## config.mk

```make
export PLATFORM = sky130hd
export DESIGN_NAME = fm_sb_capture
export DESIGN_NICKNAME = d
export VERILOG_FILES = /design/src/rtl/fm_sb_pkg.sv /design/src/rtl/fm_sb_capture.sv
export SDC_FILE = /design/constraint.sdc
export NUM_CORES = 1
export LEC_CHECK = 0
export CAP_MARGIN = 20
export CORE_AREA = 10 10 133 135
export CTS_BUF_LIST = sky130_fd_sc_hd__clkbuf_4 sky130_fd_sc_hd__clkbuf_8
export DETAILED_ROUTE_END_ITERATION = 10
export DIE_AREA = 0 0 143 145
export PLACE_DENSITY = 0.73
export SETUP_SLACK_MARGIN = 0.2
export SLEW_MARGIN = 10
export SYNTH_ARGS = -nofsm -noshare
export SYNTH_HDL_FRONTEND = slang
export SYNTH_SLANG_ARGS = --single-unit
```

## constraint.sdc

```tcl
create_clock -name clk -period 2.1 [get_ports clk]
set_input_delay 0.21 -clock clk [delete_from_list [all_inputs] [get_ports clk]]
set_output_delay 0.21 -clock clk [all_outputs]
set_load 0.01 [all_outputs]
```

## src/rtl/fm_sb_pkg.sv

```systemverilog
// Shared types and helpers for the FM spy-buffer blocks.
package fm_sb_pkg;

   typedef enum logic [1:0] {
      StIdle    = 2'd0,
      StCapture = 2'd1,
      StPost    = 2'd2,
      StFrozen  = 2'd3
   } fm_sb_cap_state_t;

   localparam logic [1:0] PB_MODE_SPY      = 2'd0;
   localparam logic [1:0] PB_MODE_PLAYBACK = 2'd1;

   // Smallest legal spy-memory word width that holds a tapped payload.
   function automatic int unsigned sb_round_width(input int unsigned tp_dw);
      if (tp_dw <= 32) return 32;
      else if (tp_dw <= 64) return 64;
      else if (tp_dw <= 128) return 128;
      else return 256;
   endfunction

endpackage

```

## src/rtl/fm_sb_capture.sv

```systemverilog
// Spy-buffer write front end: pads the monitor tap and writes it circularly
// into the spy memory with arm / trigger / post-trigger freeze control.
module fm_sb_capture
   import fm_sb_pkg::*;
#(
   parameter int unsigned TP_DW  = 51,
   parameter int unsigned SB_DW  = sb_round_width(TP_DW),
   parameter int unsigned MON_DW = 256,
   parameter int unsigned ADDR_W = 10
) (
   input  logic              clk,
   input  logic              rst,
   input  logic [MON_DW-1:0] fm_data,
   input  logic              fm_vld,
   input  logic [1:0]        pb_mode,
   input  logic              arm,
   input  logic              trig,
   input  logic [ADDR_W-1:0] post_trig,
   output logic              mem_we,
   output logic [ADDR_W-1:0] mem_addr,
   output logic [SB_DW-1:0]  mem_din,
   output logic              frozen,
   output logic              wrapped,
   output logic [ADDR_W-1:0] trig_addr,
   output logic [1:0]        state_o
);

   if (TP_DW > SB_DW || !(SB_DW == 32 || SB_DW == 64 || SB_DW == 128 || SB_DW == 256))
   begin : g_bad_width
      $fatal(1, "fm_sb_capture: illegal TP_DW/SB_DW combination");
   end

   fm_sb_cap_state_t  state_q, state_d;
   logic [ADDR_W-1:0] ptr_q, cnt_q, trig_addr_q, mem_addr_q;
   logic [SB_DW-1:0]  mem_din_q;
   logic              mem_we_q, wrapped_q;
   logic              spy, restart, active, wr, trig_hit;
   logic              unused_tap;

   assign unused_tap = ^fm_data[MON_DW-1:TP_DW];

   assign spy      = (pb_mode == PB_MODE_SPY);
   assign restart  = spy && arm;
   // The arm cycle itself never writes; capture starts on the following cycle.
   assign active   = spy && !arm && (state_q == StCapture || state_q == StPost);
   assign wr       = active && fm_vld;
   assign trig_hit = active && (state_q == StCapture) && trig;

   always_ff @(posedge clk) begin
      if (rst) state_q <= StIdle;
      else     state_q <= state_d;
   end

   // The trigger-cycle write counts toward post_trig, so post_trig=1 with a
   // valid word freezes straight away, like post_trig=0.
   always_comb begin
      state_d = state_q;
      if (!spy) begin
         state_d = StIdle;
      end else if (arm) begin
         state_d = StCapture;
      end else begin
         unique case (state_q)
            StCapture: begin
               if (trig) begin
                  if (post_trig == '0 || (fm_vld && post_trig == ADDR_W'(1))) state_d = StFrozen;
                  else state_d = StPost;
               end
            end
            StPost: if (fm_vld && cnt_q == ADDR_W'(1)) state_d = StFrozen;
            default: state_d = state_q;
         endcase
      end
   end

   always_comb begin
      frozen  = (state_q == StFrozen);
      state_o = state_q;
   end

   always_ff @(posedge clk) begin
      if (rst) begin
         ptr_q       <= '0;
         cnt_q       <= '0;
         wrapped_q   <= 1'b0;
         trig_addr_q <= '0;
         mem_we_q    <= 1'b0;
         mem_addr_q  <= '0;
         mem_din_q   <= '0;
      end else begin
         mem_we_q <= wr;
         if (restart) begin
            ptr_q       <= '0;
            cnt_q       <= '0;
            wrapped_q   <= 1'b0;
            trig_addr_q <= '0;
         end else begin
            if (wr) begin
               mem_addr_q <= ptr_q;
               mem_din_q  <= SB_DW'(fm_data[TP_DW-1:0]);
               ptr_q      <= ptr_q + 1'b1;
               if (&ptr_q) wrapped_q <= 1'b1;
            end
            if (trig_hit) begin
               trig_addr_q <= ptr_q;
               cnt_q       <= post_trig - ADDR_W'(fm_vld);
            end else if (wr && state_q == StPost) begin
               cnt_q <= cnt_q - 1'b1;
            end
         end
      end
   end

   assign mem_we    = mem_we_q;
   assign mem_addr  = mem_addr_q;
   assign mem_din   = mem_din_q;
   assign wrapped   = wrapped_q;
   assign trig_addr = trig_addr_q;

endmodule

```

==> run_results.csv, run 1 <==
group,metric,value,unit
sta,final-max-slew-violation-count,0,
worst_setup_path,path_cells,"inv_1, ha_4, and3b_2, nand4_1, or4_4, xor2_1, a21oi_1",
sta,setup-violations-final,0,
yosys,synth.distinct_cells,39,
worst_setup_path,startpoint_type,"register",
grt,gr-usage-all-layers,11.68,%
job,cap_violations,0,
placed_design,placed_area,0.005589,mm2
power_and_ir_drop,p_comb_share,8.0,%
sta,worst_pin_slew,0.4882,ns
floorplan,dieHeight,145,um
placed_design,portBuffers,143,
cells_and_area,antenna_cells,0,
yosys,synth_edf_count,0,
sta,hold_viol_final,0,
worst_hold_path,worstHoldPathType,"primary input to register",
grt,grt_pass1_vias,3521,
worst_setup_path,crit_path_top_delay_cell,"or4_4",
status,run_status,"completed",
worst_setup_path,crit_family,"simple AND/OR/NAND/NOR gates",
sta,rsz0062_at_grt,"true",
clock_network,cts.sinks,95,
route,drc,0,
clock_network,numCtsBuffers,9,
clock_network,insertion_delay,0.37,ns
placed_design,globalplace.congestion,0.8144,
floorplan,top_level_ports,362,
clock_network,path_clk_slew,0.09,ns
sta,skew,0.007104,ns
power_and_ir_drop,p_leak,1.970,nW
grt,grt_pass1_wl,19220,um
cells_and_area,fin_nets,920,
grt,antenna_found_initial,0,
power_and_ir_drop,power_density,546.6,mW/mm2
sta,fin_crit_sh,87.14,%
placed_design,preCtsSetupSlack,-0.01317,ns
clock_network,cts_tree,"done",
floorplan,dieArea,0.02074,mm2
power_and_ir_drop,p_sw_share,22.65,%
power_and_ir_drop,switching_power,0.7202,mW
worst_setup_path,cpPeakStageDelay,0.44,ns
worst_setup_path,critPathArrivalTime,2.08,ns
power_and_ir_drop,peakVddDrop,0.3661,mV
floorplan,design.core.area,0.01503,mm2
yosys,synth_seq_area_share,48.78,%
sta,fmax,546.5,MHz
placed_design,post-dp-hpwl,8946,um
clock_network,cts_max_path_buffers,2,
route,post_drt_wl_per_cell,14.71,um
sta,worst_slack,0.2701,ns
route,finalWirelength,12210,um
power_and_ir_drop,clockPowerShare,35.2,%
sta,fin_crit,1.830,ns
worst_setup_path,crit_path_max_fanout,5,
cells_and_area,finalInstanceArea,0.005817,mm2
power_and_ir_drop,power,3.179,mW
power_and_ir_drop,intPower,2.459,mW
route,dr.pass1.iters,4,
floorplan,initial_core_util,25.93,%
worst_setup_path,path_buf_inv,1,
clock_network,htree_levels,3,
cells_and_area,area_delta_synth_final,49.20,%
worst_setup_path,critPathKind,"register to register",
clock_network,cts-root-buf,"clkbuf_8",
yosys,synth_area_per_cell,7.940,um2
worst_setup_path,cp-end-kind,"register",
power_and_ir_drop,p_seq_share,56.8,%
yosys,ys.flop_type,"dfxtp_1",
sta,max_slew_margin,66.61,%
route,drt_iter0_drc,189,
route,antenna_left,0,
grt,grt-ovfl-total,0,
floorplan,row_count,45,
worst_setup_path,critPathRequiredTime,2.35,ns
cells_and_area,drive_above_1_share,8.100,%
yosys,postSynthCellCount,491,
yosys,ys_ff_latch,95,
yosys,syn_area,0.003899,mm2
yosys,async_flop_share,0,%
grt,grt_max_degree,64,
yosys,yosysWarnings,0,
floorplan,die_w,143,um
route,vias_per_cell,4.449,
route,vias,3693,
## synth_stat cells (2+ instances only)
cell type / instances / area share, %
o21ai_0: 6 / 0.77
or3_1: 5 / 0.80
nand2_1: 160 / 15
dfxtp_1: 95 / 49
a211oi_1: 3 / 0.58
nand4_1: 4 / 0.64
xor2_1: 9 / 2.0
o22ai_1: 3 / 0.48
a31oi_1: 2 / 0.32
nor4_1: 2 / 0.32
xnor2_1: 12 / 2.7
nor3_1: 7 / 0.90
clkbuf_1: 19 / 1.8
buf_4: 13 / 2.5
buf_2: 7 / 0.90
nand3_1: 5 / 0.64
a21oi_1: 81 / 10
ha_1: 8 / 2.6
inv_1: 10 / 0.96
nor2_1: 21 / 2.0
## cell usage in the layout (no fill, tap or decap), types with 2 or more instances in the layout
cell	n
nor3_1	5
dfxtp_1	92
clkbuf_4	2
buf_4	18
nand4_1	4
buf_12	3
nand3_1	5
clkdlybuf4s50_1	142
conb_1	13
ha_1	7
nor2_1	21
o21ai_0	6
clkbuf_8	11
xnor2_1	12
nand2_1	159
xor2_1	9
o22ai_1	3
dfxtp_2	2
or4_4	2
a211oi_1	3
inv_1	10
a31oi_1	2
nor4_1	2
or3_1	5
nor3_2	3
a21oi_1	81
## registers in the layout (all words and copies together) (netlist names)
| name | cells |
|---|---|
| mem_din | 51 |
| cnt_q | 10 |
| mem_addr | 10 |
| ptr_q | 10 |
| trig_addr | 10 |
| state_o | 2 |
| mem_we | 1 |
| wrapped | 1 |
## worst paths after layout
| path | startpoint | to | slack [ns] | cells past startpoint |
|---|---|---|---|---|
| min reg2reg | mem_din[25] | mem_din[25] | 0.45 | 2 |
| max | state_o[0] | cnt_q[5] | 0.27 | 7 |
| min | rst | mem_din[44] | 0.25 | 2 |
| max reg2reg | state_o[0] | cnt_q[5] | 0.27 | 7 |
## routing by layer
layer | wire, um | vias up | global-route usage [%]
met1 | 5527 | 1656 | 15.40
met5 | 0 | - | 0
met3 | 1597 | 14 | 6.486
met2 | 4920 | 138 | 15.99
met4 | 163 | 0 | 2.890
li1 | - | 1885 | -
## layout make-up
| type | instances | area, um2 |
|---|---|---|
| fill | 1551 | 9216 |
| sequential | 95 | 1908 |
| multi-input combinational | 359 | 1843 |
| timing repair buffer | 164 | 1622 |
| tap | 188 | 235.2 |
| clock buffer | 13 | 166.4 |
| inverter | 10 | 37.54 |
| clock inverter | 1 | 5.005 |
## power by group through the flow
stage | logic, mW | registers [mW] | clock network, mW
3_3_place_gp | 0.249 | 1.85 | 0
4_1_cts | 0.251 | 1.81 | 1.18
3_5_place_dp | 0.249 | 1.85 | 0
5_1_grt | 0.277 | 1.81 | 1.26
2_1_floorplan | 0.0912 | 1.85 | 0
6_report | 0.254 | 1.81 | 1.12
## cell families (layout without fill, tap and decap cells)
kind of cell,Yosys count,in the layout,share of synthesized area (%)
buffers and inverters,49,188,6.194
AO/OA/AOI/OAI,102,102,14.31
adder cells (fa/ha/maj),8,8,2.567
flip-flops,95,95,48.78
other,1,13,0.09618
AND/OR/NAND/NOR,215,215,23.33
XOR/XNOR,21,21,4.718
## through the flow
step | util (%) | cells | TNS (ns) | hold WS, ns
after detailed placement | 37.18 | 813 | -0.01626 | 0.4462
after floorplan | - | 503 | 0 | 0.3260
after CTS | 38.45 | 828 | 0 | 0.2285
final | 38.69 | 830 | 0 | 0.2479
after global placement | 37.18 | 813 | -0.02197 | 0.4408
after global routing | 38.69 | 830 | 0 | 0.2349
## repair_timing
| item | 4_1_cts | 5_1_grt |
|---|---|---|
| pin swaps | 1 | 3 |
| hold buffers | 0 | 0 |
| buffers inserted | 1 | 2 |
| cloned | 0 | 0 |
| gates resized for setup | 2 | 4 |
| endpoints found under the setup margin | 5 | 16 |
(Power assumes the default switching activity.)
==> run 2, diff against run 1 <==
--- a/config.mk
+++ b/config.mk
@@ -6,11 +6,13 @@
 export NUM_CORES = 1
 export LEC_CHECK = 0
 export CAP_MARGIN = 20
-export CORE_AREA = 10 10 133 135
+export CELL_PAD_IN_SITES_DETAIL_PLACEMENT = 0
+export CELL_PAD_IN_SITES_GLOBAL_PLACEMENT = 2
+export CORE_MARGIN = 10
+export CORE_UTILIZATION = 13
 export CTS_BUF_LIST = sky130_fd_sc_hd__clkbuf_4 sky130_fd_sc_hd__clkbuf_8
 export DETAILED_ROUTE_END_ITERATION = 10
-export DIE_AREA = 0 0 143 145
-export PLACE_DENSITY = 0.73
+export PLACE_DENSITY_LB_ADDON = 0.1
 export SETUP_SLACK_MARGIN = 0.2
 export SLEW_MARGIN = 10
 export SYNTH_ARGS = -nofsm -noshare
==> constraint.sdc (replaced) <==
create_clock -name clk -period 1.5 [get_ports clk]
set_input_delay 0.15 -clock clk [delete_from_list [all_inputs] [get_ports clk]]
set_output_delay 0.15 -clock clk [all_outputs]
set_load 0.01 [all_outputs]
==> run_results.csv, run 2 (synthesis results as in run 1) <==
group,metric,value,unit
grt,gr-usage-all-layers,9.998,%
clock_network,cts_hold_buf,0,
sta,rsz0062_at_grt,"true",
sta,worst_slack,-0.3478,ns
worst_hold_path,hold_depth,4,
status,failed_checks,"negative setup slack",
power_and_ir_drop,p_seq_share,51.2,%
route,vias_per_cell,3.746,
cells_and_area,fin_nets,1000,
floorplan,dieArea,0.03732,mm2
clock_network,htree_levels,3,
cells_and_area,drive_above_1_share,44.48,%
grt,grt-ovfl-total,0,
placed_design,post-dp-hpwl,12480,um
floorplan,row_count,63,
sta,skew,0.02433,ns
clock_network,cts_tree,"done",
sta,max_slew_margin,52.25,%
worst_setup_path,cp-end-kind,"register",
sta,fin_tns_setup,-15.24,ns
worst_setup_path,crit_path_max_fanout,3,
power_and_ir_drop,intPower,3.617,mW
cells_and_area,final_cell_count_no_fill,1114,
grt,grt_max_degree,42,
clock_network,cts-root-buf,"clkbuf_8",
worst_setup_path,worstSetupStartpoint,"cnt_q[5]",
worst_setup_path,crit_path_top_delay_cell,"or4_4",
route,post_drt_wl_per_cell,17.06,um
grt,grt_pass1_vias,4509,
power_and_ir_drop,clockPowerShare,38.5,%
power_and_ir_drop,p_sw_share,26.72,%
worst_setup_path,critPathRequiredTime,1.80,ns
power_and_ir_drop,switching_power,1.319,mW
floorplan,design.core.area,0.02964,mm2
cells_and_area,final_cell_mix,"dfxtp_1, dlygate4sd2_1, clkdlybuf4s50_1",
floorplan,top_level_ports,362,
worst_setup_path,r2r-start,"cnt_q[5]",
worst_setup_path,rr_worst_depth,5,
clock_network,path_clk_slew,0.10,ns
sta,hold_viol_final,0,
clock_network,cts_max_path_buffers,2,
worst_setup_path,critPathKind,"register to register",
floorplan,dieHeight,193.2,um
clock_network,insertion_delay,0.39,ns
cells_and_area,fillers,3206,
cells_and_area,antenna_cells,0,
route,drc,0,
worst_setup_path,path_cells,"or4_4, or3_4, o41ai_4, o31ai_1, a21oi_1",
route,dr.pass1.iters,4,
placed_design,preCtsSetupSlack,-0.6089,ns
clock_network,numCtsBuffers,9,
sta,worst_pin_slew,0.7162,ns
cells_and_area,largest_reg_flops,51,
worst_hold_path,worstHoldPathType,"primary input to register",
power_and_ir_drop,power_density,599.9,mW/mm2
placed_design,portBuffers,143,
cells_and_area,final_common_cell,"dfxtp_1",
route,drt_iter0_drc,72,
route,vias,4173,
worst_setup_path,critPathArrivalTime,2.15,ns
power_and_ir_drop,peakVddDrop,0.4275,mV
route,finalWirelength,19000,um
power_and_ir_drop,p_comb_share,10.2,%
sta,final-max-slew-violation-count,0,
cells_and_area,area_delta_synth_final,111.0,%
sta,fin_crit,1.848,ns
worst_setup_path,cpPeakStageDelay,0.53,ns
floorplan,initial_core_util,13.15,%
status,run_status,"finished with violations",
placed_design,globalplace.congestion,0.7361,
sta,fmax,541.2,MHz
sta,setup-violations-final,97,
clock_network,cts.sinks,95,
power_and_ir_drop,p_leak,3.446,nW
sta,fin_crit_sh,123.2,%
grt,grt_pass1_wl,28310,um
grt,antenna_found_initial,0,
job,cap_violations,0,
worst_hold_path,hold_start,"rst",
floorplan,die_w,193.2,um
worst_setup_path,startpoint_type,"register",
route,antenna_left,0,
placed_design,dp.cells,1057,
==> run 2: per-layer routing <==
metal / routed length [um] / GRT usage (%)
met5: 0 / 0
met4: 283 / 2.899
met3: 1098 / 2.878
met2: 8687 / 15.66
met1: 8933 / 13.07
==> run 2: power by group through the flow <==
stage	Combinational (mW)	Clock [mW]	Sequential, mW
floorplan	0.129	0	2.59
global route	0.545	2.11	2.53
detailed placement	0.407	0	2.59
CTS	0.460	2.05	2.53
global placement	0.411	0	2.59
finish	0.505	1.90	2.53
==> run 2: area by class of cell <==
type                       instances  area, um2  share of cell area [%]
clock inverter                     6      76.32                  0.9278
sequential                        95       1918                   23.32
clock buffer                      10      131.4                   1.597
multi-input combinational        359       2793                   33.95
timing repair buffer             244       2780                   33.79
tap                              390      488.0                   5.932
inverter                          10      40.04                  0.4867
==> run 2: per-stage QoR <==
stage | util (%) | hold slack, ns | total power, mW | instance area, um2
2_1_floorplan | - | 0.2660 | 2.719 | 4000
3_3_place_gp | 21.02 | 0.4430 | 2.998 | 6230
3_5_place_dp | 21.02 | 0.4468 | 2.994 | 6230
4_1_cts | 25.18 | 0.1027 | 5.037 | 7462
5_1_grt | 27.76 | 0.1186 | 5.185 | 8227
6_report | 27.76 | 0.1248 | 4.935 | 8227
==> run 2: worst paths after layout <==
kind | endpoint | slack [ns]
worst max-delay path | state_o[0] | -0.35
worst min-delay path | state_o[0] | 0.12
worst max register to register | state_o[0] | -0.35
worst min register to register | mem_din[1] | 0.46
==> run 2: repair_timing <==
| action | in CTS | in global routing |
|---|---|---|
| pin swaps | 92 | 83 |
| setup endpoints to repair | 171 | 106 |
| setup buffers | 16 | 8 |
| cloned | 16 | 1 |
| resized for setup | 233 | 171 |
==> run 2: critical path, delay by kind of cell, from the launching register on <==
kind             cells  cell delay, ns
AND/OR/NAND/NOR      2            0.94
flip-flops           1            0.33
AO/OA/AOI/OAI        3            0.51
